[config.mk]
export PLATFORM = sky130hd
export DESIGN_NAME = snitch_tcdm_bank_ctrl_flat
export DESIGN_NICKNAME = d
export VERILOG_FILES = /design/src/rtl/snitch_tcdm_bank_pkg.sv /design/src/rtl/snitch_tcdm_bank_ctrl_if.sv /design/src/rtl/snitch_tcdm_rsp_buf.sv /design/src/rtl/snitch_tcdm_bank_ctrl.sv /design/src/flat_wrapper.sv
export SDC_FILE = /design/constraint.sdc
export NUM_CORES = 1
export LEC_CHECK = 0
export CAP_MARGIN = 20
export CORE_AREA = 5 5 149 151
export DETAILED_ROUTE_END_ITERATION = 7
export DIE_AREA = 0 0 154 156
export PLACE_DENSITY_LB_ADDON = 0.08
export SYNTH_ARGS = -nofsm -noshare
export SYNTH_HDL_FRONTEND = slang
export SYNTH_HIERARCHICAL = 1
export SYNTH_SLANG_ARGS = --single-unit
[constraint.sdc]
create_clock -name clk_i -period 4.9 [get_ports clk_i]
set_clock_uncertainty 0.2 [all_clocks]
set_input_delay 0.49 -clock clk_i [delete_from_list [all_inputs] [get_ports clk_i]]
set_output_delay 0.49 -clock clk_i [all_outputs]
set_load 0.05 [all_outputs]
[src/rtl/snitch_tcdm_bank_pkg.sv]
// Shared types for the TCDM bank request controller and its response buffer.
package snitch_tcdm_bank_pkg;

    localparam int unsigned TcdmBankPorts = 2;

    typedef logic port_id_t;

    typedef struct packed {
        port_id_t port;
        logic     write;
    } rsp_tag_t;

    typedef logic [9:0]  default_addr_t;
    typedef logic [7:0]  default_strb_t;
    typedef logic [63:0] default_data_t;

endpackage

[src/rtl/snitch_tcdm_bank_ctrl_if.sv]
// Requestor-side bundle of one TCDM bank: per-port request channel plus
// per-port response valid/ready with a shared response data word.
interface snitch_tcdm_bank_ctrl_if
    import snitch_tcdm_bank_pkg::*;
#(
    parameter int unsigned NumPorts = TcdmBankPorts,
    parameter type tcdm_mem_addr_t  = default_addr_t,
    parameter type strb_t           = default_strb_t,
    parameter type data_t           = default_data_t
);

    logic [NumPorts-1:0] req_valid;
    logic [NumPorts-1:0] req_ready;
    tcdm_mem_addr_t      req_addr [NumPorts];
    logic [NumPorts-1:0] req_write;
    strb_t               req_strb [NumPorts];
    data_t               req_data [NumPorts];
    logic [NumPorts-1:0] rsp_valid;
    logic [NumPorts-1:0] rsp_ready;
    data_t               rsp_data;

    modport master (
        output req_valid, req_addr, req_write, req_strb, req_data, rsp_ready,
        input  req_ready, rsp_valid, rsp_data
    );

    modport slave (
        input  req_valid, req_addr, req_write, req_strb, req_data, rsp_ready,
        output req_ready, rsp_valid, rsp_data
    );

endinterface

[src/rtl/snitch_tcdm_rsp_buf.sv]
// Circular response FIFO of {tag, data}; the caller never pushes when full
// and never pops when empty.
module snitch_tcdm_rsp_buf
    import snitch_tcdm_bank_pkg::*;
#(
    parameter int unsigned Depth = 2,
    parameter type data_t        = default_data_t,
    localparam int unsigned PtrW = (Depth > 1) ? $clog2(Depth) : 1,
    localparam int unsigned CntW = $clog2(Depth + 1)
) (
    input  logic            clk_i,
    input  logic            rst_ni,
    input  logic            push_i,
    input  rsp_tag_t        push_tag_i,
    input  data_t           push_data_i,
    input  logic            pop_i,
    output logic            empty_o,
    output rsp_tag_t        head_tag_o,
    output data_t           head_data_o,
    output logic [CntW-1:0] count_o
);

    logic [PtrW-1:0] wptr_q, wptr_d;
    logic [PtrW-1:0] rptr_q, rptr_d;
    logic [CntW-1:0] count_q, count_d;
    rsp_tag_t        tag_mem_q  [Depth];
    data_t           data_mem_q [Depth];

    function automatic logic [PtrW-1:0] ptr_inc(input logic [PtrW-1:0] p);
        return (p == PtrW'(Depth - 1)) ? '0 : p + 1'b1;
    endfunction

    always_comb begin
        wptr_d  = push_i ? ptr_inc(wptr_q) : wptr_q;
        rptr_d  = pop_i  ? ptr_inc(rptr_q) : rptr_q;
        count_d = count_q;
        case ({push_i, pop_i})
            2'b10:   count_d = count_q + 1'b1;
            2'b01:   count_d = count_q - 1'b1;
            default: count_d = count_q;
        endcase
    end

    always_ff @(posedge clk_i or negedge rst_ni) begin
        if (!rst_ni) begin
            wptr_q  <= '0;
            rptr_q  <= '0;
            count_q <= '0;
        end else begin
            wptr_q  <= wptr_d;
            rptr_q  <= rptr_d;
            count_q <= count_d;
        end
    end

    // Payload storage needs no reset: it is only observed while count_q > 0.
    always_ff @(posedge clk_i) begin
        if (push_i) begin
            tag_mem_q[wptr_q]  <= push_tag_i;
            data_mem_q[wptr_q] <= push_data_i;
        end
    end

    assign empty_o     = (count_q == '0);
    assign head_tag_o  = tag_mem_q[rptr_q];
    assign head_data_o = data_mem_q[rptr_q];
    assign count_o     = count_q;

endmodule

[src/rtl/snitch_tcdm_bank_ctrl.sv]
// Per-bank controller: round-robin arbitration of two ports onto a latency-1
// SRAM, with credit-checked response buffering and an empty-buffer bypass.
module snitch_tcdm_bank_ctrl
    import snitch_tcdm_bank_pkg::*;
#(
    parameter int unsigned NumPorts = TcdmBankPorts,
    parameter int unsigned RspDepth = 2,
    parameter type tcdm_mem_addr_t  = default_addr_t,
    parameter type strb_t           = default_strb_t,
    parameter type data_t           = default_data_t
) (
    input  logic                     clk_i,
    input  logic                     rst_ni,
    snitch_tcdm_bank_ctrl_if.slave   port_if,
    output logic                     mem_cs_o,
    output tcdm_mem_addr_t           mem_add_o,
    output logic                     mem_wen_o,
    output strb_t                    mem_be_o,
    output data_t                    mem_wdata_o,
    input  data_t                    mem_rdata_i
);

    localparam int unsigned CntW = $clog2(RspDepth + 1);

    port_id_t            rr_q, rr_d;
    logic                inflight_q, inflight_d;
    rsp_tag_t            tag_q, tag_d;

    logic                credit_ok;
    logic                gnt_valid;
    port_id_t            gnt_port;
    port_id_t            sel;
    logic [NumPorts-1:0] gnt_vec;
    logic [NumPorts-1:0] rsp_valid;
    data_t               rsp_data;

    logic [CntW-1:0]     buf_count;
    logic                buf_empty;
    rsp_tag_t            head_tag;
    data_t               head_data;
    logic                bypass;
    logic                push;
    logic                pop;

    // Credit counts the access in flight plus buffered words, so a response
    // always has a slot by the time it returns from the SRAM.
    assign credit_ok = (32'(inflight_q) + 32'(buf_count)) < RspDepth;

    always_comb begin
        gnt_valid = 1'b0;
        gnt_port  = rr_q;
        if (credit_ok) begin
            case (port_if.req_valid)
                2'b11: begin
                    gnt_valid = 1'b1;
                    gnt_port  = rr_q;
                end
                2'b01: begin
                    gnt_valid = 1'b1;
                    gnt_port  = 1'b0;
                end
                2'b10: begin
                    gnt_valid = 1'b1;
                    gnt_port  = 1'b1;
                end
                default: gnt_valid = 1'b0;
            endcase
        end
    end

    always_comb begin
        gnt_vec = '0;
        if (gnt_valid) gnt_vec[gnt_port] = 1'b1;
    end

    assign port_if.req_ready = gnt_vec;

    assign sel         = gnt_valid ? gnt_port : 1'b0;
    assign mem_cs_o    = gnt_valid;
    assign mem_wen_o   = gnt_valid & port_if.req_write[sel];
    assign mem_add_o   = port_if.req_addr[sel];
    assign mem_be_o    = port_if.req_strb[sel];
    assign mem_wdata_o = port_if.req_data[sel];

    assign inflight_d  = gnt_valid;
    assign tag_d       = '{port: sel, write: port_if.req_write[sel]};
    assign rr_d        = gnt_valid ? ~gnt_port : rr_q;

    always_ff @(posedge clk_i or negedge rst_ni) begin
        if (!rst_ni) begin
            rr_q       <= 1'b0;
            inflight_q <= 1'b0;
            tag_q      <= '0;
        end else begin
            rr_q       <= rr_d;
            inflight_q <= inflight_d;
            tag_q      <= tag_d;
        end
    end

    // Buffered entries keep the raw SRAM word; write acks are zeroed on the way out.
    assign bypass = inflight_q & buf_empty & port_if.rsp_ready[tag_q.port];
    assign push   = inflight_q & ~bypass;
    assign pop    = ~buf_empty & port_if.rsp_ready[head_tag.port];

    snitch_tcdm_rsp_buf #(
        .Depth  (RspDepth),
        .data_t (data_t)
    ) i_rsp_buf (
        .clk_i       (clk_i),
        .rst_ni      (rst_ni),
        .push_i      (push),
        .push_tag_i  (tag_q),
        .push_data_i (mem_rdata_i),
        .pop_i       (pop),
        .empty_o     (buf_empty),
        .head_tag_o  (head_tag),
        .head_data_o (head_data),
        .count_o     (buf_count)
    );

    always_comb begin
        rsp_valid = '0;
        rsp_data  = '0;
        if (!buf_empty) begin
            rsp_valid[head_tag.port] = 1'b1;
            rsp_data                 = head_tag.write ? '0 : head_data;
        end else if (inflight_q) begin
            rsp_valid[tag_q.port] = 1'b1;
            rsp_data              = tag_q.write ? '0 : mem_rdata_i;
        end
    end

    assign port_if.rsp_valid = rsp_valid;
    assign port_if.rsp_data  = rsp_data;

    for (genvar p = 0; p < NumPorts; p++) begin : gen_req_hold
        a_req_hold: assert property (@(posedge clk_i) disable iff (!rst_ni)
            (port_if.req_valid[p] && !port_if.req_ready[p]) |=>
            (port_if.req_valid[p] &&
             $stable({port_if.req_write[p], port_if.req_addr[p],
                      port_if.req_strb[p], port_if.req_data[p]})));
    end

endmodule

[src/flat_wrapper.sv]
// flat-port wrapper written by rule: the top's interface ports become plain ports
module snitch_tcdm_bank_ctrl_flat import snitch_tcdm_bank_pkg::*;
#(
    parameter int unsigned NumPorts = TcdmBankPorts,
    parameter int unsigned RspDepth = 2,
    parameter type tcdm_mem_addr_t  = default_addr_t,
    parameter type strb_t           = default_strb_t,
    parameter type data_t           = default_data_t
)
  (clk_i, rst_ni, mem_cs_o, mem_add_o, mem_wen_o, mem_be_o, mem_wdata_o, mem_rdata_i, port_if_req_valid, port_if_req_addr, port_if_req_write, port_if_req_strb, port_if_req_data, port_if_rsp_ready, port_if_req_ready, port_if_rsp_valid, port_if_rsp_data);
  snitch_tcdm_bank_ctrl_if #(.NumPorts(NumPorts), .tcdm_mem_addr_t(tcdm_mem_addr_t), .strb_t(strb_t), .data_t(data_t)) port_if_i ();
  input  logic clk_i;
  input  logic rst_ni;
  output logic mem_cs_o;
  output tcdm_mem_addr_t mem_add_o;
  output logic mem_wen_o;
  output strb_t mem_be_o;
  output data_t mem_wdata_o;
  input  data_t mem_rdata_i;
  input wire logic [$bits(port_if_i.req_valid)-1:0] port_if_req_valid;
  input wire logic [$bits(port_if_i.req_addr)-1:0] port_if_req_addr;
  input wire logic [$bits(port_if_i.req_write)-1:0] port_if_req_write;
  input wire logic [$bits(port_if_i.req_strb)-1:0] port_if_req_strb;
  input wire logic [$bits(port_if_i.req_data)-1:0] port_if_req_data;
  input wire logic [$bits(port_if_i.rsp_ready)-1:0] port_if_rsp_ready;
  output wire logic [$bits(port_if_i.req_ready)-1:0] port_if_req_ready;
  output wire logic [$bits(port_if_i.rsp_valid)-1:0] port_if_rsp_valid;
  output wire logic [$bits(port_if_i.rsp_data)-1:0] port_if_rsp_data;
  assign port_if_i.req_valid = port_if_req_valid;
  assign port_if_i.req_addr = {>>{port_if_req_addr}};
  assign port_if_i.req_write = port_if_req_write;
  assign port_if_i.req_strb = {>>{port_if_req_strb}};
  assign port_if_i.req_data = {>>{port_if_req_data}};
  assign port_if_i.rsp_ready = port_if_rsp_ready;
  assign port_if_req_ready = port_if_i.req_ready;
  assign port_if_rsp_valid = port_if_i.rsp_valid;
  assign port_if_rsp_data = port_if_i.rsp_data;
  snitch_tcdm_bank_ctrl #(.NumPorts(NumPorts), .RspDepth(RspDepth), .tcdm_mem_addr_t(tcdm_mem_addr_t), .strb_t(strb_t), .data_t(data_t)) u_core (.clk_i(clk_i), .rst_ni(rst_ni), .port_if(port_if_i), .mem_cs_o(mem_cs_o), .mem_add_o(mem_add_o), .mem_wen_o(mem_wen_o), .mem_be_o(mem_be_o), .mem_wdata_o(mem_wdata_o), .mem_rdata_i(mem_rdata_i));
endmodule
-- Yosys cells after proc, flatten, opt, wreduce, memory -nomap -nowiden
Memory sizes are Yosys's and may differ from the RTL's.
Index checks and enable logic that the tools add are counted.
- bits in registers: 8
- bits in writable memories: 132
- input bits: 236
- output and inout bits: 152
- logic and storage cells: 81
- memories: 2
- memory list (name ; depth ; bits a word ; rd ports ; clocked after Yosys merged registers in ; write ports ; line ; text):
    u_core.i_rsp_buf.data_mem_q ; 2 ; 64 ; 1 ; 0 ; 1 ; snitch_tcdm_rsp_buf.sv:27 ; data_t data_mem_q [Depth];
    u_core.i_rsp_buf.tag_mem_q ; 2 ; 2 ; 1 ; 0 ; 1 ; snitch_tcdm_rsp_buf.sv:26 ; rsp_tag_t tag_mem_q [Depth];
- $add $sub $neg: 5
- order comparisons: 9
- eq/ne operators: 5
- multiplexer cells: 38
- bitwise operators: 9
- reduce and logical (&&, ||, !) cells: 6
- operator list (kind ; count):
    $mux 64 ; 7
    $lt 32x2->1 const B ; 1
    $mux 10 ; 3
    $mux 8 ; 3
    $mux 1 ; 17
    $lt 1x2->1 const B ; 4
    $eq 2x2->1 const B ; 3
    $mux 2 ; 3
    $and 1x1->1 ; 5
    $eq 2x1->1 const B ; 2
    $pmux 2 s2 ; 1
    $add 1x2->3 ; 1
    $demux 1 s1 ; 3
    $ge 1x1->1 const B ; 3
    $logic_and 1x1->1 ; 3
    $not 1->1 ; 3
    $reduce_or 3->1 ; 1
    $add 1x1->1 const B ; 2
    $add 2x1->2 const B ; 1
    $ge 2x2->1 const B ; 1
    $logic_not 2->1 ; 1
    $not 1->2 ; 1
    $pmux 1 s2 ; 1
    $reduce_bool 2->1 ; 1
    $sub 2x1->2 const B ; 1

-- Longest topological paths before layout
Gate-level depths: netlist (run 1).
- depth in word-level cells: 9
- depth in mapped cells: 8
- depth with buffers taken out: 7

-- Modules after synthesis
Netlist (run 1), hierarchy kept.
- by module, submodules not included (module ; instances ; cells each ; area each (µm²) ; seq. area each (µm²)):
    snitch_tcdm_rsp_buf ; 1 ; 220 ; 5053.6 ; 4063.9
    snitch_tcdm_bank_ctrl ; 1 ; 196 ; 2198.4 ; 100.1

-- Least setup slack after synthesis (run 1)
Ideal clock, no wire load.
- path kind: input to register
- from: in port_if_rsp_ready[1]
- to: mem u_core/i_rsp_buf/data_mem_q[0][0] (netlist bit), enable pin
- setup time: 490 ps
- arrival: 3890 ps
- required time: 4210 ps
- slack: 320 ps
- cell stages on the path: 4
- buffers on the path: 0
- path through: mux2_2 a21boi_0 inv_1 nor2_1
- longest elaborated chain between the ends: 7
- ends and longest elaborated chain (item ; line ; text):
    from (decl) ; flat_wrapper.sv:25 ; input wire logic [$bits(port_if_i.rsp_ready)-1:0] port_if_rsp_ready;
    $mux 1 (not written as such) (2 in a row) ; snitch_tcdm_bank_ctrl.sv:102 ; assign bypass = inflight_q & buf_empty & port_if.rsp_ready[tag_q.port];
    $and 1x1->1 ; snitch_tcdm_bank_ctrl.sv:102 ;
    $not 1->1 ; snitch_tcdm_bank_ctrl.sv:103 ; assign push = inflight_q & ~bypass;
    $and 1x1->1 ; snitch_tcdm_bank_ctrl.sv:103 ;
    net u_core.push ; snitch_tcdm_bank_ctrl.sv:42 ; logic push;
    $mux 1 ; snitch_tcdm_rsp_buf.sv:58 ; if (push_i) begin
    $mux 1 (not written as such) ; snitch_tcdm_rsp_buf.sv:60 ; data_mem_q[wptr_q] <= push_data_i;
    to (decl) ; snitch_tcdm_rsp_buf.sv:27 ;
The timed path passes the listed nets, and every way through them passes these cells. The select of a mux whose other input is x is not followed.

==> metrics list, run 1 <==
* Status: finished clean
- By area, the combinational part of the netlist is dominated by multiplexers.
- The clock period could shrink to about 4.1 ns.
- The H-tree was split into 4 levels.
- Number of buffer and inverter stages on the critical path: 4
* Compound-cell area share of the yosys netlist: 0.0821
* Hold violation count in the final report: 0
- Post-CTS setup-driven buffer insertion count: 0
- Of the cells placed in the final design, the portion with a size suffix greater than 1 is 0.236.
- The floorplan step defined a core boundary enclosing around 21000 um^2.
- Critical path class: input pin to output port
* Yosys cell types: 28
- Routability-driven placement finished with a final weighted congestion of around 0.91.
- Ranking of synthesized cells by area: edfxtp_1, mux2_4, mux2_2
- In the finished design, the share of the clock period the worst path needs comes to 0.845.
- Max-cap viol count: 0
- For this run, the leading register cell type out of synthesis is edfxtp_1.
* Final net count: about 1.0k
- Yosys printed 6 warnings.
- HPWL after detailed placement: roughly 19000 um
- The signal on the critical path passes through clkdlybuf4s50_1, inv_1, ha_1, a211o_1, nor2_4, buf_12, mux2_4, clkdlybuf4s50_1.
- Gr usage total: 0.190
* Ranking of synthesized cells by instance count: edfxtp_1, mux2_4, a22o_1, mux2_2, buf_2
- Number of global-route vias before repair: between 5k and 6k
* Count of endpoints failing setup in the final report: 0
- Violation count after the first detailed-routing iteration: between 200 and 300
- After routing the design area is ~12000 um^2.
- Global-route wire length before repair: about 35000 um
- Sequential share of the synthesized area: 0.574
- In this design, the largest share of critical-path delay is due to buffers and inverters.
* Synthesis-to-finish area growth: 63.3%
- Max Buffers Root-to-Sink: 2
- Syn nets: roughly 660
- Leakage dissipation: about 4.4 nW
* Vias: between 5k and 6k
* Average instance area after synthesis: about 17 um^2
- Number of iterations in the first detailed-routing pass: 4
- After filler insertion, the fill cell instance count of the layout stands at ~1.7k.
- During I/O placement, the number of pins put on the boundary was 388.
* PwrDens: approximately 630 nW/um^2
- In this run, synthesis inferred between 100 and 150 flip-flops with an integrated enable.
- Number of antenna violations at the first check in global routing: 1
- Multiplexer fraction of the synthesized cell area: 0.284
- Type of destination of the critical path: output port
- Summing every instance area after synthesis gives 7250 um^2.
- Post-detailed-route DRC marker count: 0
- Cell repeated most along the worst path: clkdlybuf4s50_1
- After detailed routing, the total wire length is around 24000 um.
- Clock tree synthesis selected as its root buffer the cell clkbuf_16.
- Post-synthesis sequential element count: 140
* Total of hold buffers inserted after clock tree synthesis: 0
- For this run, the top clock speed supported by timing is about 240 MHz.
- Row generation in the floorplan step produced 53 rows.
- Of all cell types, the one taking the most synthesized area is edfxtp_1.
- From left edge to right edge, the die measures 154 um.
* Critical path fanouts, max: 43
* Post-DR vias/cell: 4.80
- Worst-Margin Slew: between 0.9 and 1 ns
- Worst EP arrival: between 3 and 4 ns
* Placed instance area: between 10000 and 15000 um^2
- Pin count of the biggest net entering global routing: 67
- Counting the buffers created by CTS gives 17.
- After clock tree synthesis, the clock-pin slew on the worst setup and hold paths is 0.05 ns.
- For this configuration, the core starts out at a cell density of 0.351.
- Maximum cell stage delay along the critical path: 0.72 ns
- The floorplan step set the die height to approximately 160 um.
- Port Buffers: roughly 390
* Post-Synth Adder-Cell Area: 0.00518
- Post-Synthesis Cells: about 420
- The worst setup path is launched from an input pin.
- TritonCTS built the clock tree.
* Parity-gate share of the synthesized area counting xor and xnor cells: 0.00604
- Of the post-synthesis cell area, the dominant cell type holds 0.547.
- Path category of the worst min-delay check: input pin to asynchronous set/reset pin
- Count of nets left with antenna violations after detail routing: 0
* Critical Path RT: between 4 and 5 ns
- DIE AREA: approximately 24000 um^2
* Final count of pins violating max slew: 0
* Post-CTS resize count: 0
- Residual overflow from global routing: 0
- Dividing the detail-routed wire length by the instance count gives about 22 um.
- Of the total synthesized cell area, the portion taken by AND, OR, NAND and NOR gates is 0.00845.
- Leading cell type by number of instances after synthesis: edfxtp_1
* Worst relative slew slack: 0.345
- Max stage delay cell, worst path: clkdlybuf4s50_1
- For this design, the sink count on the clock tree is 140.
- Setup repair after global routing left no endpoint under its margin.
- Post-synth ARST share: 0.0571
- At the later pin of the worst-skew pair, clock insertion delay measures ~0.40 ns.
* Worst-case vdd ir drop: ~0.23 mV
- Summed over all failing endpoints, the final setup total negative slack is 0 ns.
power breakdown:
part,internal (mW),switching [mW],total (mW)
clock network,0.682,0.443,1.13
registers,1.71,0.151,1.86
logic,1.81,2.72,4.53
total,4.21,3.31,7.52
stage by stage:
stage	util	power [mW]	hold WS [ns]	instances	setup WS, ns
2_1_floorplan	-	5.07	-0.00559	416	0.320
3_3_place_gp	0.548	6.41	0.291	1060	0.796
3_5_place_dp	0.548	6.45	0.291	1060	0.745
4_1_cts	0.572	7.61	0.154	1089	0.721
5_1_grt	0.572	7.82	0.198	1089	0.635
6_report	0.573	7.52	0.161	1090	0.759
kinds of logic after synthesis:
family,after synthesis
flops,140
compound gates,69
mux,153
buf+inv,34
xor+xnor,5
fa+ha+maj,3
simple gates,12
final timing paths:
path,startpoint,endpoint,slack [ns],cells past startpoint
worst max-delay path,port_if_req_valid[0],mem_wdata_o[32],0.76,8
worst min-delay path,rst_ni,u_core/rr_q,0.16,1
worst max register to register,u_core/i_rsp_buf/rptr_q,u_core/i_rsp_buf/count_o[1],1.88,8
worst min register to register,u_core/rr_q,u_core/rr_q,0.30,1
max in group asynchronous,rst_ni,u_core/i_rsp_buf/rptr_q,4.04,1
min in group clk_i,u_core/rr_q,u_core/rr_q,0.30,1
cell type report:
type / instances / area, um^2 / share of cell area
Inverter: 5 / 18.8 / 0.00158
Tap cell: 275 / 344 / 0.0290
Antenna cell: 1 / 2.50 / 0.000211
Sequential cell: 140 / 4170 / 0.352
Timing Repair Buffer: 398 / 3980 / 0.336
Multi-Input combinational cell: 242 / 2820 / 0.238
Clock buffer: 20 / 437 / 0.0369
Clock inverter: 9 / 76.3 / 0.00644
registers in the layout, summed over array words and instances (netlist names):
signal / count
u_core/i_rsp_buf/data_mem_q: 128
u_core/rr_q: 1
u_core/tag_q: 2
u_core/i_rsp_buf/count_o: 2
u_core/inflight_q: 1
u_core/i_rsp_buf/wptr_q: 1
u_core/i_rsp_buf/tag_mem_q: 4
u_core/i_rsp_buf/rptr_q: 1
cells in the final DEF (no fill, tap or decap), types with 2 or more instances in the layout:
cell,Yosys,layout
inv_1,5,5
dfrtp_1,8,7
edfxtp_1,132,132
mux2_2,61,61
a22o_1,64,64
clkbuf_16,0,17
clkdlybuf4s50_1,0,387
clkinvlp_4,0,2
clkinv_2,0,3
buf_12,7,2
ha_1,3,3
mux2_4,89,89
nor2_4,1,4
clkbuf_1,4,3
buf_4,4,9
nor2_1,6,4
xor2_1,3,3
clkinv_1,0,2
xnor2_1,2,2
mux2i_1,2,2
layer usage:
layer,vias up,global-route usage,routed length (um)
met3,30,0.0602,1760
met4,2,0.0597,472
met2,228,0.327,12300
li1,2439,-,-
met5,-,0,7
met1,2537,0.227,9590
(Power assumes the default switching activity.)
==> run 2, diff against run 1 <==
Clock period 4.9 ns to 4.3 ns, I/O delays scaled along.
==> run 2 against run 1 <==
Net effect:
- critical path type is now flop to output port
- cell area is 0.69% lower
- largest cell class unchanged
- clock power increased by 26%
- worst hold slack lost 0.061 ns
- global-route usage fell by 0.38 points
==> metrics list, run 2 (synthesis gave the netlist of run 1 again) <==
- In this run the tool buffered the top-level ports with 387 buffer cells.
- With fillers left out, the area of the finished cells amounts to 11800 um^2.
- Global-route wire length before repair: 33900 um
- After detailed routing, the number of vias per cell comes to between 4 and 5.
- Critical Path RT: between 3 and 4 ns
* Proportion of power drawn by the clock network: 0.164
- The total count of max-transition violations in the final report is 0.
* Gr usage total: 0.186
- The number of hold buffers added after CTS was 0.
- PwrDens: 737 nW/um^2
* Pin count of the biggest net entering global routing: 67
- Worst EP arrival: about 3.3 ns
- The top cell types in the final layout, fill and taps aside, are clkdlybuf4s50_1, edfxtp_1, mux2_4.
* Core Util, Final: 0.569
- Worst-path clk slew: approximately 0.060 ns
- Sequential power share: 0.245
- Summed over all nets, the switching power comes to around 3.8 mW.
- Total clock sinks: 140
- Summed over all cells, the static leakage comes to 4.43 nW.
- Leaving out fill and tap cells, the most frequent cell in the layout is clkdlybuf4s50_1.
- Number of iterations in the first detailed-routing pass: 4
- The H-tree was split into 4 levels.
- In this run the core area contains between 50 and 60 standard-cell rows.
- The routed layout has roughly 5.2k vias.
- The internal portion of the total power is 4.86 mW.
- The register with the most flip-flops in the layout has roughly 130 of them.
- After global routing the overflow that remains totals 0.
- Worst Setup Slack, final: 0.414 ns
- Drt total wl: ~24000 um
- Insertion delay to the later sink of the worst-skew pair: 0.41 ns
- The worst setup path is of the flop to output port kind.
- From left edge to right edge, the die measures about 150 um.
- Max-cap viol count: 0
* Violation count after the first detailed-routing iteration: between 200 and 300
* Register with the most flip-flops: u_core/i_rsp_buf/data_mem_q
* Worst-case vdd ir drop: 0.304 mV
- The via count of the first global-routing pass is ~5.7k.
- Of the cells placed in the final design, the portion with a size suffix greater than 1 is 0.309.
- Headroom to the max-slew limit came out at 0.334.
- Number of antenna violations at the first check in global routing: 5
- The number of clock buffers added by TritonCTS is 17.
* Final net count: approximately 1.0k
* Worst-Margin Slew: between 0.9 and 1 ns
* Setup slack, reg-to-reg: roughly 1.7 ns
- The share of total power dissipated in combinational logic is 0.591.
- Routed wirelength normalized by instance count: between 20 and 25 um
* Switching portion of total power: 0.439
- For this run, global-route usage on met2 was measured as 0.318.
- In this run the count of I/O pins placed on the die edge is between 300 and 400.
- Type of destination of the critical path: output port
- Largest registers: u_core/i_rsp_buf/data_mem_q (128), u_core/i_rsp_buf/tag_mem_q (4)
- Final worst path period need: between 3 and 4 ns
- Setup repair after global routing left no endpoint under its margin.
- For this design, the slowest cell found on the critical path is clkdlybuf4s50_1.
* Crit-path leading delay family: buffers and inverters
- In this run the worst path has a maximum fanout of 18.
- Post-detailed-route DRC marker count: 0
* Fin crit share: 0.904
- In this run the worst hold path is classified as input pin to asynchronous set/reset pin.
- Relative to the synthesized area, the layout overhead comes to 62.2%.
* Routing usage on met1: 0.228
* Count of nets left with antenna violations after detail routing: 0
* TritonCTS clock tree: done
* Routability-driven placement congestion ratio: between 0.9 and 1
* Number of filler cells placed in the layout: roughly 1.7k
* Post-CTS setup-driven buffer insertion count: 0
- Hold timing on the final database bottoms out at a slack of ~0.10 ns.
- For this configuration, the core starts out at a cell density of 0.351.
- Cell-by-cell listing of the critical path: nor2_1, nand2_1, nor2_4, buf_4, a22o_1, clkdlybuf4s50_1
- Maximum cell stage delay along the critical path: just over 0.8 ns
* Most utilized layer in the global route result: met2
- In this run the cell area measured after placement is 11200 um^2.
- Kind of launch point of the worst setup path: flop
- Status: finished clean
- Post-layout power: slightly below 9 mW
- After routing, the total negative slack on setup checks comes to 0 ns.
- Area of the placeable core: about 21000 um^2
- Maximum achievable frequency: approximately 260 MHz
- For met3 alone, demand over resource in global routing was 0.0577.
- The final-report hold violation count came to 0.
* HPWL after detailed placement: roughly 18000 um
- Setup violations remaining at the end of the flow were counted as 0.
* Number of buffer and inverter stages on the critical path: 2
- The die is 156 um tall.
- Placement Setup Slack: ~0.6 ns
* Clock root buffer: clkbuf_16
- Placed cell count: approximately 1.1k
* Max Buffers Root-to-Sink: 2
- DIE AREA: 24000 um^2
* Post-CTS resize count: 0
- Number of non-filler instances in the completed layout: 1092
-- run 2: changes by cell type in the layout (fill, tap and decap cells not counted) --
cell	previous run	this run
diode_2	1	2
clkinv_1	2	3
bufinv_16	1	3
clkinv_4	1	2
clkdlybuf4s50_1	387	330
clkbuf_1	3	0
clkinv_2	3	4
buf_4	9	65
-- run 2: final timing paths --
path	end	cells past startpoint	from
worst max-delay path	port_if_rsp_data[19]	6	u_core/i_rsp_buf/count_o[0]
worst min-delay path	u_core/inflight_q	1	rst_ni
worst max register to register	u_core/i_rsp_buf/data_mem_q[1][52]	3	u_core/tag_q[1]
worst min register to register	u_core/i_rsp_buf/count_o[1]	1	u_core/i_rsp_buf/count_o[1]
max in group asynchronous	u_core/i_rsp_buf/rptr_q	1	rst_ni
min in group clk_i	u_core/i_rsp_buf/count_o[1]	1	u_core/i_rsp_buf/count_o[1]
-- run 2: final cells by class --
class | count | area [um^2] | area share
Sequential cell | 140 | 4170 | 0.354
Tap cell | 275 | 344 | 0.0292
Clock inverter | 14 | 154 | 0.0131
Timing Repair Buffer | 397 | 3830 | 0.326
Antenna cell | 2 | 5.00 | 0.000425
Clock buffer | 17 | 425 | 0.0362
Multi-Input combinational cell | 242 | 2820 | 0.240
Inverter | 5 | 18.8 | 0.00160
-- run 2: power by group through the flow --
stage / logic [mW] / clock network (mW) / registers, mW
after global routing: 5.33 / 1.52 / 2.16
after detailed placement: 5.16 / 0 / 2.15
after CTS: 5.18 / 1.46 / 2.13
after floorplan: 3.70 / 0 / 2.06
after global placement: 5.13 / 0 / 2.13
final: 5.12 / 1.42 / 2.12
-- run 2: metal layers --
layer  vias to the layer above  wire [um]
li1                       2438          -
met1                      2529       9420
met2                       211      12600
met3                        22       1710
met4                         4        243
met5                         -         23
